[src/rtl/pipe_pkg.sv]
// rtl/pipe_pkg.sv - shared constants and control-word layout for the pipeline registers
//
// Purpose: default PCs, control-word field offsets/widths, dm_rn encoding.
// Ports:   none (package).
package pipe_pkg;

  localparam logic [31:0] DEF_RESET_PC   = 32'h0000_3000;
  localparam logic [31:0] DEF_HANDLER_PC = 32'h0000_4180;

  // Control-word layout, LSB first. Total used width is 23 bits, bit 23 spare.
  localparam int DM_WRITE_MODE_LSB = 0;   localparam int DM_WRITE_MODE_W = 2;
  localparam int DM_READ_MODE_LSB  = 2;   localparam int DM_READ_MODE_W  = 3;
  localparam int DM_WE_BIT         = 5;
  localparam int DM_RE_BIT         = 6;
  localparam int F_D2_M_BIT        = 7;
  localparam int RF_WA_SEL_LSB     = 8;   localparam int RF_WA_SEL_W     = 2;
  localparam int RF_WE_BIT         = 10;
  localparam int RF_WD_SEL_LSB     = 11;  localparam int RF_WD_SEL_W     = 3;
  localparam int E_CODE_LSB        = 14;  localparam int E_CODE_W        = 5;
  localparam int BD_BIT            = 19;
  localparam int CP0_WE_BIT        = 20;
  localparam int MTC0_FLAG_BIT     = 21;
  localparam int EXL_RESET_BIT     = 22;
  localparam int CTRL_USED_W       = 23;

  // Data-memory read (dm_rn) encoding carried in the dm_read_mode field.
  typedef enum logic [2:0] {
    DM_RN_WORD   = 3'd0,
    DM_RN_HALF   = 3'd1,
    DM_RN_HALF_U = 3'd2,
    DM_RN_BYTE   = 3'd3,
    DM_RN_BYTE_U = 3'd4
  } dm_rn_e;

endpackage

[src/rtl/pipe_sat_dec.sv]
// rtl/pipe_sat_dec.sv - saturating decrement (or increment when INC=1)
//
// Purpose: y = a-1 stopping at 0, or y = a+1 stopping at all-ones.
// Ports:   a - operand (W bits), y - saturated result (W bits).
module pipe_sat_dec #(
  parameter int W   = 2,
  parameter bit INC = 1'b0
) (
  input  logic [W-1:0] a,
  output logic [W-1:0] y
);

  localparam logic [W-1:0] LIMIT = INC ? {W{1'b1}} : {W{1'b0}};

  always_comb begin
    y = a;
    if (a != LIMIT) begin
      y = INC ? (a + W'(1)) : (a - W'(1));
    end
  end

endmodule

[src/rtl/pipe_stage_reg.sv]
// rtl/pipe_stage_reg.sv - configurable inter-stage pipeline register with stall/flush/req
//
// Purpose: registers payload, control, PC, Tnew and valid between stages.
//          Edge priority: reset (async) > req_i > flush_i > stall_i > load.
// Ports:   clk, reset (async, active-low), req_i, flush_i, stall_i,
//          valid_i/pc_i/tnew_i/data_i/ctrl_i in, matching *_o registered out,
//          stall_cnt_o consecutive-stall counter (saturating).
module pipe_stage_reg
  import pipe_pkg::*;
#(
  parameter int          DATA_W     = 32,
  parameter int          NDATA      = 6,
  parameter int          CTRL_W     = 24,
  parameter int          TNEW_W     = 2,
  parameter bit          DEC_TNEW   = 1'b1,
  parameter logic [31:0] RESET_PC   = DEF_RESET_PC,
  parameter logic [31:0] HANDLER_PC = DEF_HANDLER_PC,
  parameter int          SCNT_W     = 8
) (
  input  logic                    clk,
  input  logic                    reset,
  input  logic                    req_i,
  input  logic                    flush_i,
  input  logic                    stall_i,
  input  logic                    valid_i,
  input  logic [31:0]             pc_i,
  input  logic [TNEW_W-1:0]       tnew_i,
  input  logic [NDATA*DATA_W-1:0] data_i,
  input  logic [CTRL_W-1:0]       ctrl_i,
  output logic                    valid_o,
  output logic [31:0]             pc_o,
  output logic [TNEW_W-1:0]       tnew_o,
  output logic [NDATA*DATA_W-1:0] data_o,
  output logic [CTRL_W-1:0]       ctrl_o,
  output logic [SCNT_W-1:0]       stall_cnt_o
);

  logic [TNEW_W-1:0] tnew_ld;
  logic [SCNT_W-1:0] stall_cnt_next;

  generate
    if (DEC_TNEW) begin : g_tnew_dec
      pipe_sat_dec #(.W(TNEW_W), .INC(1'b0)) u_tnew_dec (
        .a (tnew_i),
        .y (tnew_ld)
      );
    end else begin : g_tnew_pass
      assign tnew_ld = tnew_i;
    end
  endgenerate

  pipe_sat_dec #(.W(SCNT_W), .INC(1'b1)) u_stall_inc (
    .a (stall_cnt_o),
    .y (stall_cnt_next)
  );

  // Every bubble path zeroes ctrl and tnew together with valid, so a squashed
  // slot can never carry a write enable or a stale hazard count downstream.
  always_ff @(posedge clk or negedge reset) begin
    if (!reset) begin
      valid_o     <= 1'b0;
      pc_o        <= RESET_PC;
      tnew_o      <= '0;
      data_o      <= '0;
      ctrl_o      <= '0;
      stall_cnt_o <= '0;
    end else if (req_i) begin
      valid_o     <= 1'b0;
      pc_o        <= HANDLER_PC;
      tnew_o      <= '0;
      ctrl_o      <= '0;
      stall_cnt_o <= '0;
    end else if (flush_i) begin
      // PC still follows the input so EPC/bd sourcing stays meaningful.
      valid_o     <= 1'b0;
      pc_o        <= pc_i;
      tnew_o      <= '0;
      ctrl_o      <= '0;
      stall_cnt_o <= '0;
    end else if (stall_i) begin
      stall_cnt_o <= stall_cnt_next;
    end else begin
      valid_o     <= valid_i;
      pc_o        <= pc_i;
      data_o      <= data_i;
      ctrl_o      <= valid_i ? ctrl_i : '0;
      tnew_o      <= valid_i ? tnew_ld : '0;
      stall_cnt_o <= '0;
    end
  end

endmodule

[config.mk]
export PLATFORM = sky130hd
export DESIGN_NAME = pipe_stage_reg
export DESIGN_NICKNAME = d
export VERILOG_FILES = /design/src/rtl/pipe_pkg.sv /design/src/rtl/pipe_sat_dec.sv /design/src/rtl/pipe_stage_reg.sv
export SDC_FILE = /design/constraint.sdc
export NUM_CORES = 1
export LEC_CHECK = 0
export CAP_MARGIN = 20
export CELL_PAD_IN_SITES_DETAIL_PLACEMENT = 0
export CELL_PAD_IN_SITES_GLOBAL_PLACEMENT = 2
export CORE_MARGIN = 2
export CORE_UTILIZATION = 22
export DETAILED_ROUTE_END_ITERATION = 8
export GPL_TIMING_DRIVEN = 0
export PLACE_DENSITY = 0.84
export SYNTH_ARGS = -nofsm -noshare
export SYNTH_HDL_FRONTEND = slang
export SYNTH_HIERARCHICAL = 1
export SYNTH_SLANG_ARGS = --single-unit
[constraint.sdc]
create_clock -name clk -period 1.4 [get_ports clk]
set_input_delay 0.28 -clock clk [delete_from_list [all_inputs] [get_ports clk]]
set_output_delay 0.28 -clock clk [all_outputs]
set_load 0.005 [all_outputs]
==> impl_metrics.sql <==
INSERT INTO impl_metrics (metric_group, metric, value, unit) VALUES
('yosys', 'synthesis.area', '10200', 'sq um'),
('min_path', 'cells_on_worst_hold_path', '3', ''),
('floorplanning', 'total_i_o_pin_count', '515', ''),
('global_routing', 'grt_busiest_layer', 'met2', ''),
('placement', 'portBuffers', '511', ''),
('setup_path', 'timing.critical_path.to_type', 'flop', ''),
('finish', 'drive_gt1_share', '35.3', '%'),
('yosys', 'ys_top_cells_by_area', 'dfrtp_1 63%, mux2_1 17%, mux2_2 4.7%, nand2_1 3.3%, a21oi_1 2.9%', ''),
('global_routing', 'met3_use_gr', '3.96', '%'),
('power_and_ir_drop', 'p_int', '15.8', 'mW'),
('placement', 'place.detailed.instances', '1826', ''),
('timing', 'achievable-frequency', '0.655', 'GHz'),
('detailed_routing', 'vias', '7935', ''),
('outcome', 'run_status', 'complete, but fails checks', ''),
('power_and_ir_drop', 'switching_power', '5.27', 'mW'),
('detailed_routing', 'postRouteAntennaNets', '0', ''),
('finish', 'finalCoreUtilization', '36.5', '%'),
('cts', 'clock_insertion_delay_worst_skew', '0.57', 'ns'),
('yosys', 'synthFlopType', 'dfrtp_1', ''),
('detailed_routing', 'viasPerCell', '4.07', ''),
('global_routing', 'largest_net_degree_at_the_start_of_global_routing', '117', ''),
('setup_path', 'worst-path-max-fanout', '4', ''),
('cts', 'cts.reportedPaths.clkPinSlew', '0.06', 'ns'),
('placement', 'routability_congestion_estimate_from_global_placement', '0.784', ''),
('detailed_routing', 'drt_wl_total', '35000', 'um'),
('timing', 'slew_viol_final', '0', ''),
('outcome', 'violations', 'negative setup slack', ''),
('timing', 'max_slew_margin', '55.0', '%'),
('power_and_ir_drop', 'power-per-cell-area', '1270', 'nW/um^2'),
('power_and_ir_drop', 'combinational_power_share', '19.2', '%'),
('placement', 'dpl_worst_slack', '-0.840', 'ns'),
('setup_path', 'r2r.worst_path.cells', '6', ''),
('timing', 'hold-worst-slack', '0.0857', 'ns'),
('global_routing', 'first_global_vias', '8331', ''),
('yosys', 'most_common_cell_in_the_synthesized_netlist', 'dfrtp_1', ''),
('yosys', 'synth.avg_cell_area', '14.2', 'sq um'),
('floorplanning', 'design.core.area', '45500', 'sq um'),
('finish', 'post_layout_nets', '1584', ''),
('floorplanning', 'fp.dieH', '219', 'um'),
('cts', 'cts_tree', 'yes', ''),
('yosys', 'synth.cells.most_frequent', '257 x dfrtp_1, 150 x mux2_1, 90 x nand2_1, 58 x a21oi_1, 42 x mux2_2', ''),
('global_routing', 'grt_use_met2', '24.1', '%'),
('finish', 'finalNonFillerCells', '1948', ''),
('setup_path', 'cp.arrival', '1.99', 'ns'),
('timing', 'setup-violations-final', '7', ''),
('timing', 'fin_worst_skew', '0.00108', 'ns'),
('timing', 'unrepaired_setup_endpoints_after_global_routing', 'true', ''),
('floorplanning', 'design.die.area', '47900', 'sq um'),
('yosys', 'synth_top_cell_by_area', 'dfrtp_1', ''),
('yosys', 'synth_enable_flop_cells', '0', ''),
('timing', 'post-route-worst-setup-slack', '-0.127', 'ns'),
('detailed_routing', 'drc', '0', ''),
('power_and_ir_drop', 'total_leakage_power', '7.61', 'nW'),
('timing', 'max_slew.worst_pin.slew', '0.675', 'ns'),
('global_routing', 'grtUsageTotal', '13.7', '%'),
('floorplanning', 'fp-row-count', '78', ''),
('yosys', 'post_synth_num_cell_types', '34', ''),
('detailed_routing', 'drt-pass1-iter-count', '4', ''),
('global_routing', 'gr-usage-met1', '16.0', '%'),
('cts', 'cts.sinks', '259', ''),
('yosys', 'syn_nets', '970', ''),
('setup_path', 'startpoint_type', 'flop', ''),
('placement', 'detailed_place_hpwl', '25600', 'um'),
('setup_path', 'worst_ep_required_time', '1.86', 'ns'),
('floorplanning', 'initial_core_util', '22.3', '%'),
('cts', 'cts_inserted_buffers', '30', ''),
('run', 'cap_violations', '0', ''),
('timing', 'timing.final.crit_share', '109', '%'),
('cts', 'root_cell_of_the_clock_tree', 'clkbuf_16', ''),
('yosys', 'async_s_r_ff_share_synth', '100', '%'),
('timing', 'finalHoldViolCount', '0', '');
[routing by layer]
metal  wire [um]  up-vias
li1            -     3681
met1       14100     3869
met2       16900      321
met3        2970       64
met4        1060        0
met5           0        -
[worst max-delay path: stages, from the launching register on]
cell	delay, ns
dfrtp_1	0.39
buf_6	0.14
ha_4	0.15
and3_4	0.15
and2_4	0.14
mux2_4	0.29
and3_4	0.16
[state kept, by name (all words and copies together) (netlist names)]
register and flops:
ctrl_o 24, data_o 192, pc_o 32, stall_cnt_o 8, tnew_o 2, valid_o 1
[cell usage in the layout, fill, tap and decap left out, types with 2 or more instances in the layout]
master	netlist	layout
buf_16	0	4
and3_4	1	2
dfrtp_1	257	255
clkbuf_1	17	25
dlygate4sd3_1	0	2
and3_1	8	7
mux2_4	1	16
clkinv_2	0	5
clkdlybuf4s50_1	0	250
buf_8	11	11
a22oi_1	2	2
a21o_2	2	2
dfstp_2	2	2
mux2_1	150	135
clkbuf_8	0	4
bufinv_16	0	3
nor2_1	7	7
buf_12	0	7
nand3b_1	27	27
nand2_1	90	90
nor2b_1	5	5
a21oi_1	58	57
a31oi_1	3	3
clkbuf_16	0	31
mux2_2	42	42
buf_4	0	59
dfrtp_2	0	2
and4_4	1	2
buf_2	5	251
buf_6	10	22
[logic make-up after synthesis]
family,count (synthesis),synth area share [%]
buf+inv,45,3.70
mux,193,21.4
compound gates,66,3.45
flops,259,63.8
simple gates,148,7.38
fa+ha+maj,1,0.123
xor+xnor,1,0.0862
[final timing paths]
kind / from / end / slack (ns)
setup / recovery: stall_cnt_o[0] / stall_cnt_o[1] / -0.13
hold / removal: valid_i / ctrl_o[3] / 0.09
setup reg to reg: stall_cnt_o[0] / stall_cnt_o[1] / -0.13
hold reg to reg: pc_o[13] / pc_o[13] / 0.47
max in group asynchronous: reset / data_o[57] / 0.29
min in group asynchronous: reset / pc_o[14] / 0.19
[timing repair]
item | in CTS | in global routing
setup buffers | 44 | 21
hold endpoints to repair | 34 | 0
gates cloned | 4 | 0
pin swaps | 5 | 5
resized for setup | 1067 | 7
hold buffers | 2 | 0
setup endpoints to repair | 453 | 162
[through the flow]
stage | area, sq um | power [mW]
2_1_floorplan | 10200 | 10.5
3_3_place_gp | 16100 | 14.1
3_5_place_dp | 16200 | 14.2
4_1_cts | 16400 | 21.4
5_1_grt | 16600 | 22.2
6_report | 16600 | 21.1
[power groups by stage]
| stage | registers [mW] | clock network [mW] | logic, mW |
|---|---|---|---|
| finish | 9.13 | 7.87 | 4.05 |
| global route | 9.27 | 8.49 | 4.40 |
| CTS | 9.14 | 8.16 | 4.05 |
| detailed placement | 9.31 | 0 | 4.92 |
| global placement | 9.27 | 0 | 4.86 |
| floorplan | 9.36 | 0 | 1.17 |
[layout make-up]
| cell class | count | area, sq um | share of cell area, % |
|---|---|---|---|
| clock buffer | 42 | 847 | 5.10 |
| tap | 600 | 751 | 4.52 |
| sequential | 259 | 6490 | 39.1 |
| clock inverter | 10 | 131 | 0.791 |
| antenna | 1 | 2.50 | 0.0151 |
| timing repair buffer | 582 | 4580 | 27.6 |
| multi-input combinational | 409 | 3380 | 20.3 |
| buffer | 45 | 427 | 2.57 |
(Power assumes the default switching activity.)
==> variant 1: new RTL, same flow settings <==
Set the parameter `DATA_W` to 40 (it was 32).
--- a/src/rtl/pipe_stage_reg.sv
+++ b/src/rtl/pipe_stage_reg.sv
@@ -10,3 +10,3 @@
 #(
-  parameter int          DATA_W     = 32,
+  parameter int          DATA_W     = 40,
   parameter int          NDATA      = 6,
Ports: changed (resized data_i and data_o); port bits go from 515 to 611. No check against the original RTL was run, so the function may have changed too.
==> variant 1 against the original RTL <==
The flow finishes with violations (hold timing, setup timing). Critical endpoint unchanged. Fmax increased by 0.46%. Worst setup slack gained 0.0071 ns. Routed wire length up 21%. Power grew 18%. Area after synthesis rose by 18%. Combinational power is 18% higher. Sequential cell count rose by 48. Largest power group unchanged. Design area rose by 16%. Count of clock-buffer cells in the layout increased by 15. Largest cell class unchanged.
==> variant 1: results (changes against the original RTL) <==
| Metric | Value |
|---|---|
| Net load switching power | 6.457 mW (+22%) |
| WP data arrival | 1.95 ns (-0.04 ns) |
| Adder-cell share of the synthesized area | 0.1047% (-0.018 points) |
| Largest registers | data_o (240), pc_o (32), ctrl_o (24) |
| Sw Share | 25.95% (+0.91 points) |
| Comb power | 4.79 mW (+18%) |
| Part of the Yosys area used for sequential elements | 64.33% (+0.50 points) |
| Final setup fails | 7 (unchanged) |
| Hold WC Path Type | primary input to asynchronous set/reset pin |
| Cell Area, Placed | 0.01896 mm² (+17%) |
| Final Hold Fails | 89 (+89) |
| Power Clock | 9.16 mW (+16%) |
| Initial drt markers | 208 (-14%) |
| Initial antenna violation count | 3 (+2) |
| Filler cells | 5292 (+14%) |
| Non-clock buffer share | 29.44% (-0.72 points) |
| Fraction of layout cells with a size suffix above 1 | 32.25% (-3.1 points) |
| First-pass GRT wire length | 62480 µm (+23%) |
| Min Hold Slack | -0.2207 ns (-0.3064 ns) |
| FF+latch area | 0.007686 mm² (+18%) |
| GRT met3 Usage | 5.607% (+1.6 points) |
| Fraction of area in multi-input gates | 20.08% (-0.26 points) |
| Antenna cells | 2 (+1) |
| Post-Synth XOR/XNOR Area | 0.07332% (-0.013 points) |
| Worst-Skew Late Latency | 0.54 ns (-0.03 ns) |
| WL final | 42230 µm (+21%) |
| Main area contributors after synthesis | dfrtp_1 (64%), mux2_1 (19%), mux2_2 (3.8%) |
| Buffers, non-clock | 708 (+13%) |
| Post-Place Cells | 2119 (+16%) |
| Setup TNS Final | -0.3676 ns (+0.06576 ns) |
| Outcome | finished with violations |
| Failing checks | hold timing, setup timing |
| Final worst setup slack | -0.1198 ns (+0.007053 ns) |
| Area Growth Syn to Fin | 60.90% |
| Largest net degree at the start of global routing | 111 (-5.1%) |
| Number of global-route vias before repair | 9914 (+19%) |
==> variant 1: changes by cell type in the layout (fill, tap and decap cells not counted), sizes merged, moves of 3 or more <==
cell | before | now
dfrtp | 257 | 305
clkinv | 6 | 3
buf | 355 | 387
clkbuf | 60 | 79
clkdlybuf4s50 | 250 | 298
inv | 0 | 3
mux2 | 193 | 241
==> variant 1: what timing repair did <==
| item | in CTS | in global routing |
|---|---|---|
| buffers inserted | 41 | 6 |
| setup endpoints to repair | 549 | 73 |
| resized for setup | 1274 | 9 |
| hold endpoints to repair | 89 | 89 |
| pin swaps | 5 | 4 |
| gates cloned | 3 | 0 |
==> variant 1: worst max-delay path: stages (launching register included) <==
cell	delay, ns
dfrtp_1	0.38
buf_6	0.13
ha_4	0.15
and3_4	0.14
and2_4	0.15
mux2_4	0.29
and3_4	0.16
==> variant 1: layer usage <==
metal	vias up	wire [µm]
li1	4226	-
met1	4524	15580
met2	389	21000
met3	79	4219
met4	2	1426
met5	-	13
==> variant 2: new RTL, same settings <==
Without the edit above. Put one more register stage on the output `stall_cnt_o`, with the module's reset. The value now appears one clock later. The other outputs are not delayed to match.
--- a/src/rtl/pipe_stage_reg.sv
+++ b/src/rtl/pipe_stage_reg.sv
@@ -37,2 +37,4 @@
 
+  logic [SCNT_W-1:0] stall_cnt_s0;
+
   logic [TNEW_W-1:0] tnew_ld;
@@ -52,3 +54,3 @@
   pipe_sat_dec #(.W(SCNT_W), .INC(1'b1)) u_stall_inc (
-    .a (stall_cnt_o),
+    .a (stall_cnt_s0),
     .y (stall_cnt_next)
@@ -65,3 +67,3 @@
       ctrl_o      <= '0;
-      stall_cnt_o <= '0;
+      stall_cnt_s0 <= '0;
     end else if (req_i) begin
@@ -71,3 +73,3 @@
       ctrl_o      <= '0;
-      stall_cnt_o <= '0;
+      stall_cnt_s0 <= '0;
     end else if (flush_i) begin
@@ -78,5 +80,5 @@
       ctrl_o      <= '0;
-      stall_cnt_o <= '0;
+      stall_cnt_s0 <= '0;
     end else if (stall_i) begin
-      stall_cnt_o <= stall_cnt_next;
+      stall_cnt_s0 <= stall_cnt_next;
     end else begin
@@ -87,3 +89,11 @@
       tnew_o      <= valid_i ? tnew_ld : '0;
+      stall_cnt_s0 <= '0;
+    end
+  end
+
+  always_ff @(posedge clk or negedge reset) begin
+    if (!reset) begin
       stall_cnt_o <= '0;
+    end else begin
+      stall_cnt_o <= stall_cnt_s0;
     end
Formal check against the unedited RTL: not equivalent (a bounded check fails within 4 cycles, from zero or initial values and one cycle with reset low).
==> variant 2 against the original RTL <==
The flow still finishes with violations (setup timing). Routed wire length increased by 4.6%. Sequential share of layout area decreased by 2.2 points. Sequential power increased by 3.1%. Design area increased by 9.3%. Clock power increased by 6.7%. Sequential cell count increased by 8. Utilization increased by 0.79 points. Power increased by 9.5%. Non-clock buffer count increased by 75. Area after synthesis increased by 5.9%. Global-route usage decreased by 0.16 points. Worst setup slack improved by 0.035 ns. Clock skew increased by 0.00071 ns.
==> variant 2: results (changes against the original RTL) <==
| Metric | Value |
|---|---|
| Via density | 4.064 (-0.23%) |
| Initial antenna violation count | 0 (-1) |
| M1 WL | 14900 µm (+5.9%) |
| Least-Margin Pin Slew | 0.6432 ns (-0.03158 ns) |
| Failing checks | setup timing |
| Fraction of layout cells with a size suffix above 1 | 46.92% (+12 points) |
| Per-cell routed wire length | 17.86 µm (-0.61%) |
| CP max FO | 3 (-1) |
| Largest net degree at the start of global routing | 107 (-8.5%) |
| Routability cong. | 0.7868 (+0.32%) |
| Number of global-route vias before repair | 8651 (+3.8%) |
| Fraction of area in multi-input gates | 20.64% (+0.30 points) |
| Clock share of power | 36.4% (-1.0 points) |
| Setup Buffers After CTS | 72 (+64%) |
| Antenna cells | 0 (-1) |
| GRT met3 Usage | 4.133% (+0.17 points) |
| Routed wl met3 | 3047 µm (+2.5%) |
| R2r endpoint | stall_cnt_s0[1] |
| Total CTS buffers | 31 (+3.3%) |
| First-pass GRT wire length | 53460 µm (+5.4%) |
| Non-clock buffer share | 32.33% (+2.2 points) |
| Min Hold Slack | 0.2184 ns (+0.1327 ns) |
| Sequential share of cell area | 36.85% (-2.2 points) |
| Count of nets after finishing | 1663 (+5.0%) |
| Hold Startpoint | flush_i |
| Port Buffers | 513 (+0.39%) |
| Adder-cell share of the synthesized area | 0.1163% (-0.0069 points) |
| Final setup fails | 6 (-1) |
| Compound-Gate Fraction of Synth Area | 3.372% (-0.077 points) |
| Final worst setup slack | -0.09173 ns (+0.03510 ns) |
| Multiplexer area fraction after synthesis | 23.72% (+2.3 points) |
| Initial drt markers | 263 (+8.2%) |
| #MultiIn Comb | 404 (-1.2%) |
| Core area | 0.04865 mm² (+7.0%) |
| Post-Place Cells | 1852 (+1.4%) |
| Outcome | finished with violations |
| Met2 Track Usage GR | 22.94% (-1.1 points) |
| Post-synthesis register bit count | 267 (+3.1%) |
| Met1 usage | 16.45% (+0.45 points) |
| Sw Share | 24.68% (-0.36 points) |
| Post-DP HPWL | 25750 µm (+0.66%) |
-- variant 2: changes by cell type in the layout (fill, tap and decap cells not counted), moves of 7 or more --
cell	change
buf_12	+13
buf_2	-7
buf_4	+62
buf_8	-8
clkbuf_1	-12
clkbuf_2	+7
clkbuf_8	+7
dfrtp_1	+8
mux2_1	-102
mux2_4	+99
-- variant 2: worst max-delay path by stage --
| stage | from | end | slack (ns) | cells after the start |
|---|---|---|---|---|
| detailed placement | stall_i | pc_o[8] | -0.92 | 6 |
| floorplan | req_i | data_o[100] | -0.22 | 7 |
| global placement | reset | data_o[189] | -11.92 | 1 |
| finish | stall_cnt_s0[0] | stall_cnt_s0[1] | -0.09 | 5 |
| global route | pc_o[12] | pc_o[12] | -0.14 | 1 |
| CTS | pc_o[13] | pc_o[13] | -0.12 | 1 |
